## src/rtl/voice_allocator.sv

```systemverilog
// voice_allocator: polyphonic voice scheduler.
// Note-on/note-off events are assigned to VOICES oscillator+AR voice pairs;
// each voice drives a gate, a phase increment and the key it holds.
// Optional feature macro: VOICE_STEAL_EN (oldest-busy-voice stealing with a
// wait for a sample_clock edge so the envelope sees the gate drop).
module voice_allocator #(
    parameter int VOICES   = 4,
    parameter int INCWIDTH = 16
) (
    input  logic                       clk,
    input  logic                       resetn,
    input  logic                       sample_clock,
    input  logic                       ev_valid,
    output logic                       ev_ready,
    input  logic                       ev_note_on,
    input  logic [6:0]                 ev_key,
    input  logic [INCWIDTH-1:0]        ev_increment,
    output logic [VOICES-1:0]          gate,
    output logic [VOICES*INCWIDTH-1:0] increment,
    output logic [VOICES*7-1:0]        voice_key
);

    localparam int            IW   = (VOICES > 1) ? $clog2(VOICES) : 1;
    localparam logic [IW-1:0] LAST = IW'(VOICES - 1);

`ifdef VOICE_STEAL_EN
    typedef enum logic [1:0] {IDLE, SCAN, WAIT_EDGE, COMMIT} state_t;
`else
    typedef enum logic [1:0] {IDLE, SCAN, COMMIT} state_t;
`endif

    state_t                state;
    logic [IW-1:0]         scan_idx;

    logic                  lat_on;
    logic [6:0]            lat_key;
    logic [INCWIDTH-1:0]   lat_inc;

    logic [6:0]            key_r [VOICES];
    logic [INCWIDTH-1:0]   inc_r [VOICES];
    logic [7:0]            age   [VOICES];

    logic                  sc_d;
    logic                  sc_edge;

    logic                  hit_found, hit_n;
    logic [IW-1:0]         hit_idx, hit_idx_n;
    logic                  free_found, free_n;
    logic [IW-1:0]         free_idx, free_idx_n;

    logic                  do_write;
    logic [IW-1:0]         target;

`ifdef VOICE_STEAL_EN
    logic                  old_found, old_n;
    logic [IW-1:0]         old_idx, old_idx_n;
    logic [7:0]            old_age, old_age_n;
`endif

    assign sc_edge = sample_clock & ~sc_d;

    // Fold the voice under inspection into the running match/free/oldest candidates
    always_comb begin
        hit_n      = hit_found;
        hit_idx_n  = hit_idx;
        free_n     = free_found;
        free_idx_n = free_idx;
`ifdef VOICE_STEAL_EN
        old_n      = old_found;
        old_idx_n  = old_idx;
        old_age_n  = old_age;
`endif
        if (state == SCAN) begin
            if (gate[scan_idx] && (key_r[scan_idx] == lat_key) && !hit_found) begin
                hit_n     = 1'b1;
                hit_idx_n = scan_idx;
            end
            if (!gate[scan_idx] && !free_found) begin
                free_n     = 1'b1;
                free_idx_n = scan_idx;
            end
`ifdef VOICE_STEAL_EN
            // strict '>' keeps the lowest index on equal ages
            if (gate[scan_idx] && (!old_found || (age[scan_idx] > old_age))) begin
                old_n     = 1'b1;
                old_idx_n = scan_idx;
                old_age_n = age[scan_idx];
            end
`endif
        end
    end

    // Event FSM, per-voice state and age counters
    always_ff @(posedge clk) begin
        if (!resetn) begin
            state      <= IDLE;
            ev_ready   <= 1'b0;
            scan_idx   <= '0;
            lat_on     <= 1'b0;
            lat_key    <= '0;
            lat_inc    <= '0;
            gate       <= '0;
            sc_d       <= sample_clock;
            hit_found  <= 1'b0;
            hit_idx    <= '0;
            free_found <= 1'b0;
            free_idx   <= '0;
            do_write   <= 1'b0;
            target     <= '0;
`ifdef VOICE_STEAL_EN
            old_found  <= 1'b0;
            old_idx    <= '0;
            old_age    <= '0;
`endif
            for (int unsigned v = 0; v < VOICES; v++) begin
                key_r[v] <= '0;
                inc_r[v] <= '0;
                age[v]   <= '0;
            end
        end else begin
            sc_d <= sample_clock;
            for (int unsigned v = 0; v < VOICES; v++) begin
                if (sc_edge && (age[v] != 8'hFF))
                    age[v] <= age[v] + 8'd1;
            end

            hit_found  <= hit_n;
            hit_idx    <= hit_idx_n;
            free_found <= free_n;
            free_idx   <= free_idx_n;
`ifdef VOICE_STEAL_EN
            old_found  <= old_n;
            old_idx    <= old_idx_n;
            old_age    <= old_age_n;
`endif

            case (state)
                IDLE: begin
                    ev_ready <= 1'b1;
                    if (ev_valid && ev_ready) begin
                        lat_on     <= ev_note_on;
                        lat_key    <= ev_key;
                        lat_inc    <= ev_increment;
                        scan_idx   <= '0;
                        hit_found  <= 1'b0;
                        free_found <= 1'b0;
`ifdef VOICE_STEAL_EN
                        old_found  <= 1'b0;
`endif
                        ev_ready   <= 1'b0;
                        state      <= SCAN;
                    end
                end

                SCAN: begin
                    scan_idx <= scan_idx + IW'(1);
                    if (scan_idx == LAST) begin
                        state    <= COMMIT;
                        do_write <= 1'b0;
                        target   <= hit_idx_n;
                        if (lat_on) begin
                            if (hit_n) begin
                                do_write <= 1'b1;
                            end else if (free_n) begin
                                do_write <= 1'b1;
                                target   <= free_idx_n;
                            end else begin
`ifdef VOICE_STEAL_EN
                                do_write          <= 1'b1;
                                target            <= old_idx_n;
                                gate[old_idx_n]   <= 1'b0;
                                state             <= WAIT_EDGE;
`endif
                            end
                        end else begin
                            do_write <= hit_n;
                        end
                    end
                end

`ifdef VOICE_STEAL_EN
                WAIT_EDGE: begin
                    if (sc_edge)
                        state <= COMMIT;
                end
`endif

                COMMIT: begin
                    if (do_write) begin
                        if (lat_on) begin
                            gate[target]  <= 1'b1;
                            key_r[target] <= lat_key;
                            inc_r[target] <= lat_inc;
                            // overrides the sample-edge increment issued above
                            age[target]   <= '0;
                        end else begin
                            gate[target]  <= 1'b0;
                        end
                    end
                    ev_ready <= 1'b1;
                    state    <= IDLE;
                end

                default: state <= IDLE;
            endcase
        end
    end

    // Pack per-voice registers onto the flat output buses
    always_comb begin
        increment = '0;
        voice_key = '0;
        for (int unsigned v = 0; v < VOICES; v++) begin
            increment[v*INCWIDTH +: INCWIDTH] = inc_r[v];
            voice_key[v*7 +: 7]               = key_r[v];
        end
    end

endmodule

```

## config.mk

```make
export PLATFORM = sky130hd
export DESIGN_NAME = voice_allocator
export DESIGN_NICKNAME = d
export VERILOG_FILES = /design/src/rtl/voice_allocator.sv
export SDC_FILE = /design/constraint.sdc
export NUM_CORES = 1
export LEC_CHECK = 0
export CAP_MARGIN = 30
export CELL_PAD_IN_SITES_DETAIL_PLACEMENT = 0
export CELL_PAD_IN_SITES_GLOBAL_PLACEMENT = 1
export CORE_MARGIN = 5
export CORE_UTILIZATION = 42
export DETAILED_ROUTE_END_ITERATION = 7
export PLACE_DENSITY_LB_ADDON = 0.1
export SLEW_MARGIN = 0
export SYNTH_ARGS = -nofsm -noshare
export SYNTH_HDL_FRONTEND = slang
export SYNTH_SLANG_ARGS = --single-unit
```

## constraint.sdc

```tcl
create_clock -name clk -period 7.9 [get_ports clk]
set_input_delay 1.185 -clock clk [delete_from_list [all_inputs] [get_ports clk]]
set_output_delay 1.185 -clock clk [all_outputs]
set_load 0.05 [all_outputs]
```

After elaboration in Yosys (flattened, before gate mapping):

Memory sizes are Yosys's and may differ from the RTL's. A register that Yosys moved wholly into a read port is not among the register bits.
Cells that the tools add are included.

* magnitude comparators: 3
* bitwise operators: 3
* add/sub/neg operators: 1
* reductions and logical operators: 18
* muxes and demuxes: 44
* equal/unequal tests: 6

Operator list (number)
* 2-bit two-way mux: 14
* 1-bit two-way mux: 22
* 16-bit two-way mux: 1
* 16-bit OR reduction: 1
* 2-bit AND reduction: 5
* 2-bit one-hot mux with 2 select lines: 2
* 7-bit equality test: 1
* 7-bit two-way mux: 1
* 7-bit OR reduction: 1
* 2-bit by 3-bit less-than comparator with 1-bit output, second input constant: 2
* 1-bit logical AND: 5
* 4-bit bitwise AND: 1
* 2-bit equality test, second input constant: 2
* 4-bit two-way mux: 1
* 4-bit NOT: 1
* 4-bit bitwise OR: 1
* 2-bit nonzero test: 2
* 1-bit logical NOT: 3
* 2-bit by 1-bit adder with 2-bit output, second input constant: 1
* 1-bit binary-select mux with 2-bit select: 1
* 1-bit demux with 2-bit select: 1
* 2-bit by 1-bit equality test with 1-bit output, second input constant: 1
* 2-bit by 1-bit >= comparator with 1-bit output, second input constant: 1
* 2-bit logical NOT: 1
* 3 further kinds: 3

* flip-flop bits (word level): 42
* memories: 2
* memory bits (writable): 92
* input port bits: 28
* word-level logic and storage cells: 90

Memories
* inc_r: words 4, width 16, rd ports 4, clocked after Yosys merged registers in 0, wr ports 4, RTL line 40 `logic [INCWIDTH-1:0] inc_r [VOICES];`
* key_r: words 4, width 7, rd ports 5, clocked after Yosys merged registers in 1, wr ports 4, RTL line 39 `logic [6:0] key_r [VOICES];`

Depth between registers and ports, before layout:

Gate-level depths: netlist (run 1).

* depth after elaboration: 9
* depth in mapped cells: 7
* gate-level depth less buffers: 6

Least setup slack after synthesis (run 1):

Ideal clock, no wire load.

* kind: register -> register
* from: register state[0]
* to: memory inc_r[3][0], enable pin
* stages on the path, launching flop included: 5
* path buffers: 1
* slack: 5087 ps
* data arrival time: 2378 ps
* cells stage by stage: dfxtp_1 -> clkbuf_1 -> nor2_1 -> nand2_1 -> o21ai_0

RTL lines
* start, declared: RTL line 32 `state_t state;`
* start signal, assigned: RTL line 96 `state <= IDLE;`
* start signal, assigned: RTL line 151 `state <= SCAN;`
* start signal, assigned: RTL line 158 `state <= COMMIT;`
* end, declared: RTL line 40

Worst setup path in the final report (run 1):

* from: input port resetn
* to: register do_write

RTL lines
* start, declared: RTL line 11 `input logic resetn,`
* end signal, assigned: RTL line 176 `do_write <= hit_n;`
* end, declared: RTL line 51 `logic do_write;`

No word-level cell between the ends.

==> results of run 1 <==
## metrics by stage
| step | worst slack, ns | util | cells | power [mW] |
|---|---|---|---|---|
| final | 5.06 | 0.590 | 775 | 1.74 |
| after global routing | 4.85 | 0.590 | 775 | 1.81 |
| after CTS | 5.01 | 0.590 | 775 | 1.76 |
| after detailed placement | 4.60 | 0.542 | 743 | 0.978 |
| after global placement | 4.29 | 0.539 | 741 | 0.973 |
| after floorplan | 5.09 | - | 459 | 0.910 |
## worst paths after layout
kind	to	slack [ns]	depth (start not counted)
max reg2reg	target[1]$_SDFFE_PN0P_	5.13	6
min reg2reg	lat_inc[11]$_SDFFE_PN0P_	0.45	2
min	lat_inc[11]$_SDFFE_PN0P_	0.45	2
max	do_write$_SDFFE_PN0P_	5.06	4
## cell type report
class	instances	area share
clock buffers	23	0.0636
inverters	30	0.0153
multi-input cells	271	0.197
flip-flops and latches	136	0.496
clock inverters	9	0.0168
well taps	172	0.0293
repair buffers	134	0.182
## worst max-delay path, delay by kind of cell
kind	cells	cell delay [ns]
AOI/OAI and AO/OA	1	0.18
buffers and inverters	3	1.78
## layout by cell type (no fill, tap or decap), drive strengths merged, types with 3 or more instances in the layout
cell type,n
clkbuf,23
a21oi,37
mux2,3
clkdlybuf4s50,123
edfxtp,92
mux4,6
dfxtp,44
nor3,3
o21ai,12
xnor2,4
clkinv,5
inv,29
nor2,81
mux2i,6
bufinv,3
nand2,84
buf,11
nand3b,3
nand3,7
## cell usage after synthesis
master and n:
a211oi_1 1, a21oi_1 37, a31oi_1 2, a32oi_1 1, and2_1 1, and3_1 2, buf_4 1, buf_6 1
clkbuf_1 20, clkinv_1 1, dfxtp_1 44, edfxtp_1 92, ha_1 1, inv_1 29, mux2_1 2, mux2_2 1
mux2i_1 6, mux4_1 4, mux4_2 2, nand2_1 84, nand2b_1 2, nand3_1 7, nand3b_1 3, nand4_1 1
nor2_1 81, nor2b_1 1, nor3_1 3, nor4b_1 1, nor4b_4 1, o2111ai_1 1, o2111ai_2 1, o211ai_1 1
o21ai_0 10, o21ai_1 2, o21bai_1 2, or3_1 2, or4b_1 1, or4b_2 1, xnor2_1 3, xnor2_2 1
xor2_1 2
## power by group through the flow
| stage | combinational, mW | sequential, mW | clock (mW) |
|---|---|---|---|
| 2_1_floorplan | 0.0426 | 0.868 | 0 |
| 3_3_place_gp | 0.162 | 0.812 | 0 |
| 3_5_place_dp | 0.165 | 0.813 | 0 |
| 4_1_cts | 0.165 | 0.798 | 0.797 |
| 5_1_grt | 0.172 | 0.801 | 0.835 |
| 6_report | 0.163 | 0.798 | 0.784 |
## cell families (layout without fill, tap and decap cells)
group                      after synthesis  in the layout  share of synthesized area
adders and majority gates                1              1                    0.00237
DFF                                    136            136                      0.689
AOI/OAI and AO/OA                       58             58                     0.0606
muxes                                   15             15                     0.0461
buffers and inverters                   52            196                     0.0390
xor gates and xnor gates                 6              6                     0.0114
and+or+nand+nor                        191            191                      0.151
## state kept, by name, summed over array words and instances (netlist names), named ones only
register and count:
state 2, inc_r 64, hit_found 1, scan_idx 2
key_r 28, lat_on 1, hit_idx 2, target 2
free_idx 2, lat_key 7, free_found 1, lat_inc 16
ev_ready 1, do_write 1
## layer usage
layer	vias to the layer above	global-route usage	wire, um
li1	1832	-	-
met1	1813	0.232	5650
met2	114	0.328	6920
met3	14	0.0590	1040
met4	0	0.0707	163
met5	-	0	0
==> out/metrics.cfg, run 1 <==
[worst_setup_path]
path_cells=clkdlybuf4s50_1 > clkinv_1 > buf_16 > a211oi_1
slowest_delay_ns=0.75
cp.arrival_ns=3.16
start_kind=input pin
crit_path_end_kind=flip-flop
cp.required_ns=8.22
cp_max_fo=19
cp_slowest_cell=clkdlybuf4s50_1
criticalPathCategory=input pin to flip-flop
startpoint=resetn

[cells_and_area]
antenna_cells=0
layout.nets=619
drive_gt1_frac=0.0779
multi_input_area_sq_um=1450
areaGrowthSynthToFinish_pct=39.0
seqCellArea_sq_um=3640
finalInstanceArea_sq_um=7350
fillerInstances=1066

[sta]
skew_ns=0.00966
hold_violations=0
relSlewSlack=0.507
tightest_slew_ns=0.737
setup_viol_count_final=0
finalSetupTns_ns=0
timing.final.max_slew_violations=0
fmax_ghz=0.353
min_period_ns=2.84
rsz0062_at_grt=no
holdWs_ns=0.453
fin_crit_sh=0.359

[die]
coreArea_sq_um=12500
rows=41
boundaryPins=125
start_util=0.424
fp.dieArea_sq_um=14900
die_width_um=122
die_h_um=122

[power_and_ir_drop]
leakagePower_nw=2.72
netSwitchingFraction=0.226
seqPwrFrac=0.457
p_clk_frac=0.449
cell_internal_pwr_mw=1.35
vdd_ir_drop_max_mv=0.142
power_density_nw_per_um2=237
p_sw_uw=395
p_comb_frac=0.093

[yosys]
ys_warn_count=0
yosysSeqAreaShare=0.689
synth_top_area_frac=0.522
synthCells=459
syn_area_per_cell_sq_um=11.5
ys_top_cells_by_area=edfxtp_1, dfxtp_1, nand2_1, nor2_1, a21oi_1
synthesis.area_sq_um=5290
yosysUniqueCellTypes=41
synth_top_area_cell=edfxtp_1
ys_ff_latch=136
synth_nets=488

[clock_tree]
htree_levels=4
cts_inserted_buffers=17
cts_sinks=136
post-cts-setup-buffers=0
clock_latency_ns=0.41
post_cts_resized=0
cts_buffer_depth=2
path_clk_slew_ns=0.05
clockRootBuffer=clkbuf_16
cts_tree=done
cts_hold_buf=0

[min_path]
hold_start=lat_inc[11]$_SDFFE_PN0P_
hp-class=flip-flop to flip-flop

[global_route]
gr-total-overflow=0
grt_pass1_wl_mm=21.0
grt_pass1_vias=3833
grt_max_degree=29
track_usage=0.193
antenna_found_initial=0

[drt]
wl_per_cell_um=17.8
routed_wl_mm=13.8
ant_nets=0
drtIter0Drc=172
drt_pass1_iterations=4
vias=3773
viasPerCell=4.87
drc_errors=0

[place]
hpwl_mm=9.29
port_buffers=123
globalplace.congestion=0.836
postPlaceCellArea_sq_um=6760

[status]
outcome=completed

[job]
drv_cap=0

No activity file was read; power rests on OpenSTA's default activity.
==> inputs of run 2 (changes only) <==
--- a/config.mk
+++ b/config.mk
@@ -9,7 +9,7 @@
 export CELL_PAD_IN_SITES_DETAIL_PLACEMENT = 0
 export CELL_PAD_IN_SITES_GLOBAL_PLACEMENT = 1
 export CORE_MARGIN = 5
-export CORE_UTILIZATION = 42
+export CORE_UTILIZATION = 35
 export DETAILED_ROUTE_END_ITERATION = 7
 export PLACE_DENSITY_LB_ADDON = 0.1
 export SLEW_MARGIN = 0
==> constraint.sdc (replaced) <==
create_clock -name clk -period 2.5 [get_ports clk]
set_input_delay 0.375 -clock clk [delete_from_list [all_inputs] [get_ports clk]]
set_output_delay 0.375 -clock clk [all_outputs]
set_load 0.05 [all_outputs]
==> out/metrics.cfg, run 2 (synthesized netlist as in run 1, its figures left out) <==
[drt]
routed_wl_mm=14.8
vias=3813
drc_errors=0
wl_per_cell_um=18.5
drt_pass1_iterations=6
ant_nets=0
viasPerCell=4.75
drtIter0Drc=243

[worst_setup_path]
cp_slowest_cell=mux4_1
start_kind=flip-flop
crit_path_end_kind=flip-flop
criticalPathCategory=flip-flop to flip-flop
cp_max_fo=6
path_cells=mux4_1 > xor2_1 > a31oi_1 > nor4b_4 > mux2_1 > o21ai_1
cp.required_ns=2.85
cp.arrival_ns=2.74
slowest_delay_ns=0.62
reg2reg_depth=6

[global_route]
grt_pass1_vias=3841
antenna_found_initial=0
gr-total-overflow=0
track_usage=0.169
grt_max_degree=29
grt_pass1_wl_mm=22.2

[job]
drv_cap=0

[sta]
skew_ns=0.00683
rsz0062_at_grt=no
fin_crit_sh=0.956
holdWs_ns=0.455
fmax_ghz=0.418
min_period_ns=2.39
relSlewSlack=0.512
timing.final.max_slew_violations=0
hold_violations=0
setup_viol_count_final=0
tightest_slew_ns=0.731

[status]
outcome=completed

[die]
coreArea_sq_um=15000
rows=45
start_util=0.352
die_width_um=133
die_h_um=133
fp.dieArea_sq_um=17700
boundaryPins=125

[cells_and_area]
layout.nets=631
drive_gt1_frac=0.101
antenna_cells=0
layout_commonest_cell=clkdlybuf4s50_1
largest-register=inc_r
largest_reg_flops=64
top_regs=inc_r (64), key_r (28), lat_inc (16)
areaGrowthSynthToFinish_pct=40.7
stdcell_count=803
finalInstanceArea_sq_um=7440
mostFrequentLayoutCells=clkdlybuf4s50_1, edfxtp_1, nand2_1
fillerInstances=1369

[clock_tree]
cts_inserted_buffers=17
cts_tree=done
clock_latency_ns=0.42
htree_levels=4
cts_buffer_depth=2
cts_sinks=136
path_clk_slew_ns=0.06
clockRootBuffer=clkbuf_16

[min_path]
hold_start=lat_inc[3]$_SDFFE_PN0P_
hp-class=flip-flop to flip-flop
min_delay_path_depth=2

[power_and_ir_drop]
leakagePower_nw=2.77
total_power_mw=5.49
vdd_ir_drop_max_mv=0.424
power_density_nw_per_um2=739

[place]
port_buffers=123
dp.cells=770
globalplace.congestion=0.828
hpwl_mm=9.97
postPlaceCellArea_sq_um=6850

run 2: cell count changes in the layout (fill, tap and decap cells not counted):
cell / before / now
bufinv_16: 3 / 2
dfxtp_1: 44 / 43
buf_16: 1 / 0
clkinv_1: 2 / 3
buf_12: 0 / 1
dfxtp_2: 0 / 1
buf_4: 9 / 22
buf_8: 1 / 0
inv_6: 0 / 2
clkbuf_1: 4 / 1
clkinv_4: 0 / 1
run 2: cell type report:
class | count | area, sq um | area share
repair buffers | 146 | 1420 | 0.190
multi-input cells | 271 | 1450 | 0.195
well taps | 188 | 235 | 0.0316
clock inverters | 12 | 124 | 0.0167
inverters | 30 | 113 | 0.0151
clock buffers | 20 | 457 | 0.0614
flip-flops and latches | 136 | 3640 | 0.490
run 2: critical path: cells and delay by family, from the launching register on:
family / cells / cell delay (ns)
muxes: 2 / 0.99
xor gates and xnor gates: 1 / 0.19
AOI/OAI and AO/OA: 2 / 0.33
DFF: 1 / 0.44
and+or+nand+nor: 1 / 0.36
run 2: final timing paths:
| path | slack, ns | to |
|---|---|---|
| min | 0.45 | lat_inc[3]$_SDFFE_PN0P_ |
| max | 0.11 | target[1]$_SDFFE_PN0P_ |
| min reg2reg | 0.45 | lat_inc[3]$_SDFFE_PN0P_ |
| max reg2reg | 0.11 | target[1]$_SDFFE_PN0P_ |
run 2: metrics by stage:
step	TNS (ns)	utilization	setup slack (ns)
after global routing	0	0.495	0.00734
after CTS	0	0.494	0.0791
after detailed placement	-0.0308	0.456	-0.0202
after floorplan	0	-	0.102
after global placement	0	0.456	0.0308
final	0	0.495	0.109
run 2: power by group:
part | internal (mW) | switching (mW) | total, mW | leakage, nW
logic | 0.189 | 0.345 | 0.534 | 1.18
registers | 2.47 | 0.0434 | 2.52 | 1.31
clock network | 1.51 | 0.929 | 2.44 | 0.282
run 2: timing repair:
item | CTS | global route
buffers inserted | 0 | 1
pin swaps | 0 | 0
setup endpoints to repair | 3 | 3
hold buffers | 0 | 0
resized for setup | 1 | 0
run 2: routing by layer:
layer / global-route usage / wire length (um) / up-vias / part of all wire
met3: 0.0707 / 1160 / 17 / 0.078
met5: 0 / 0 / - / 0
met1: 0.206 / 6320 / 1827 / 0.43
met2: 0.275 / 7150 / 114 / 0.48
met4: 0.0537 / 195 / 0 / 0.013
li1: - / - / 1855 / -
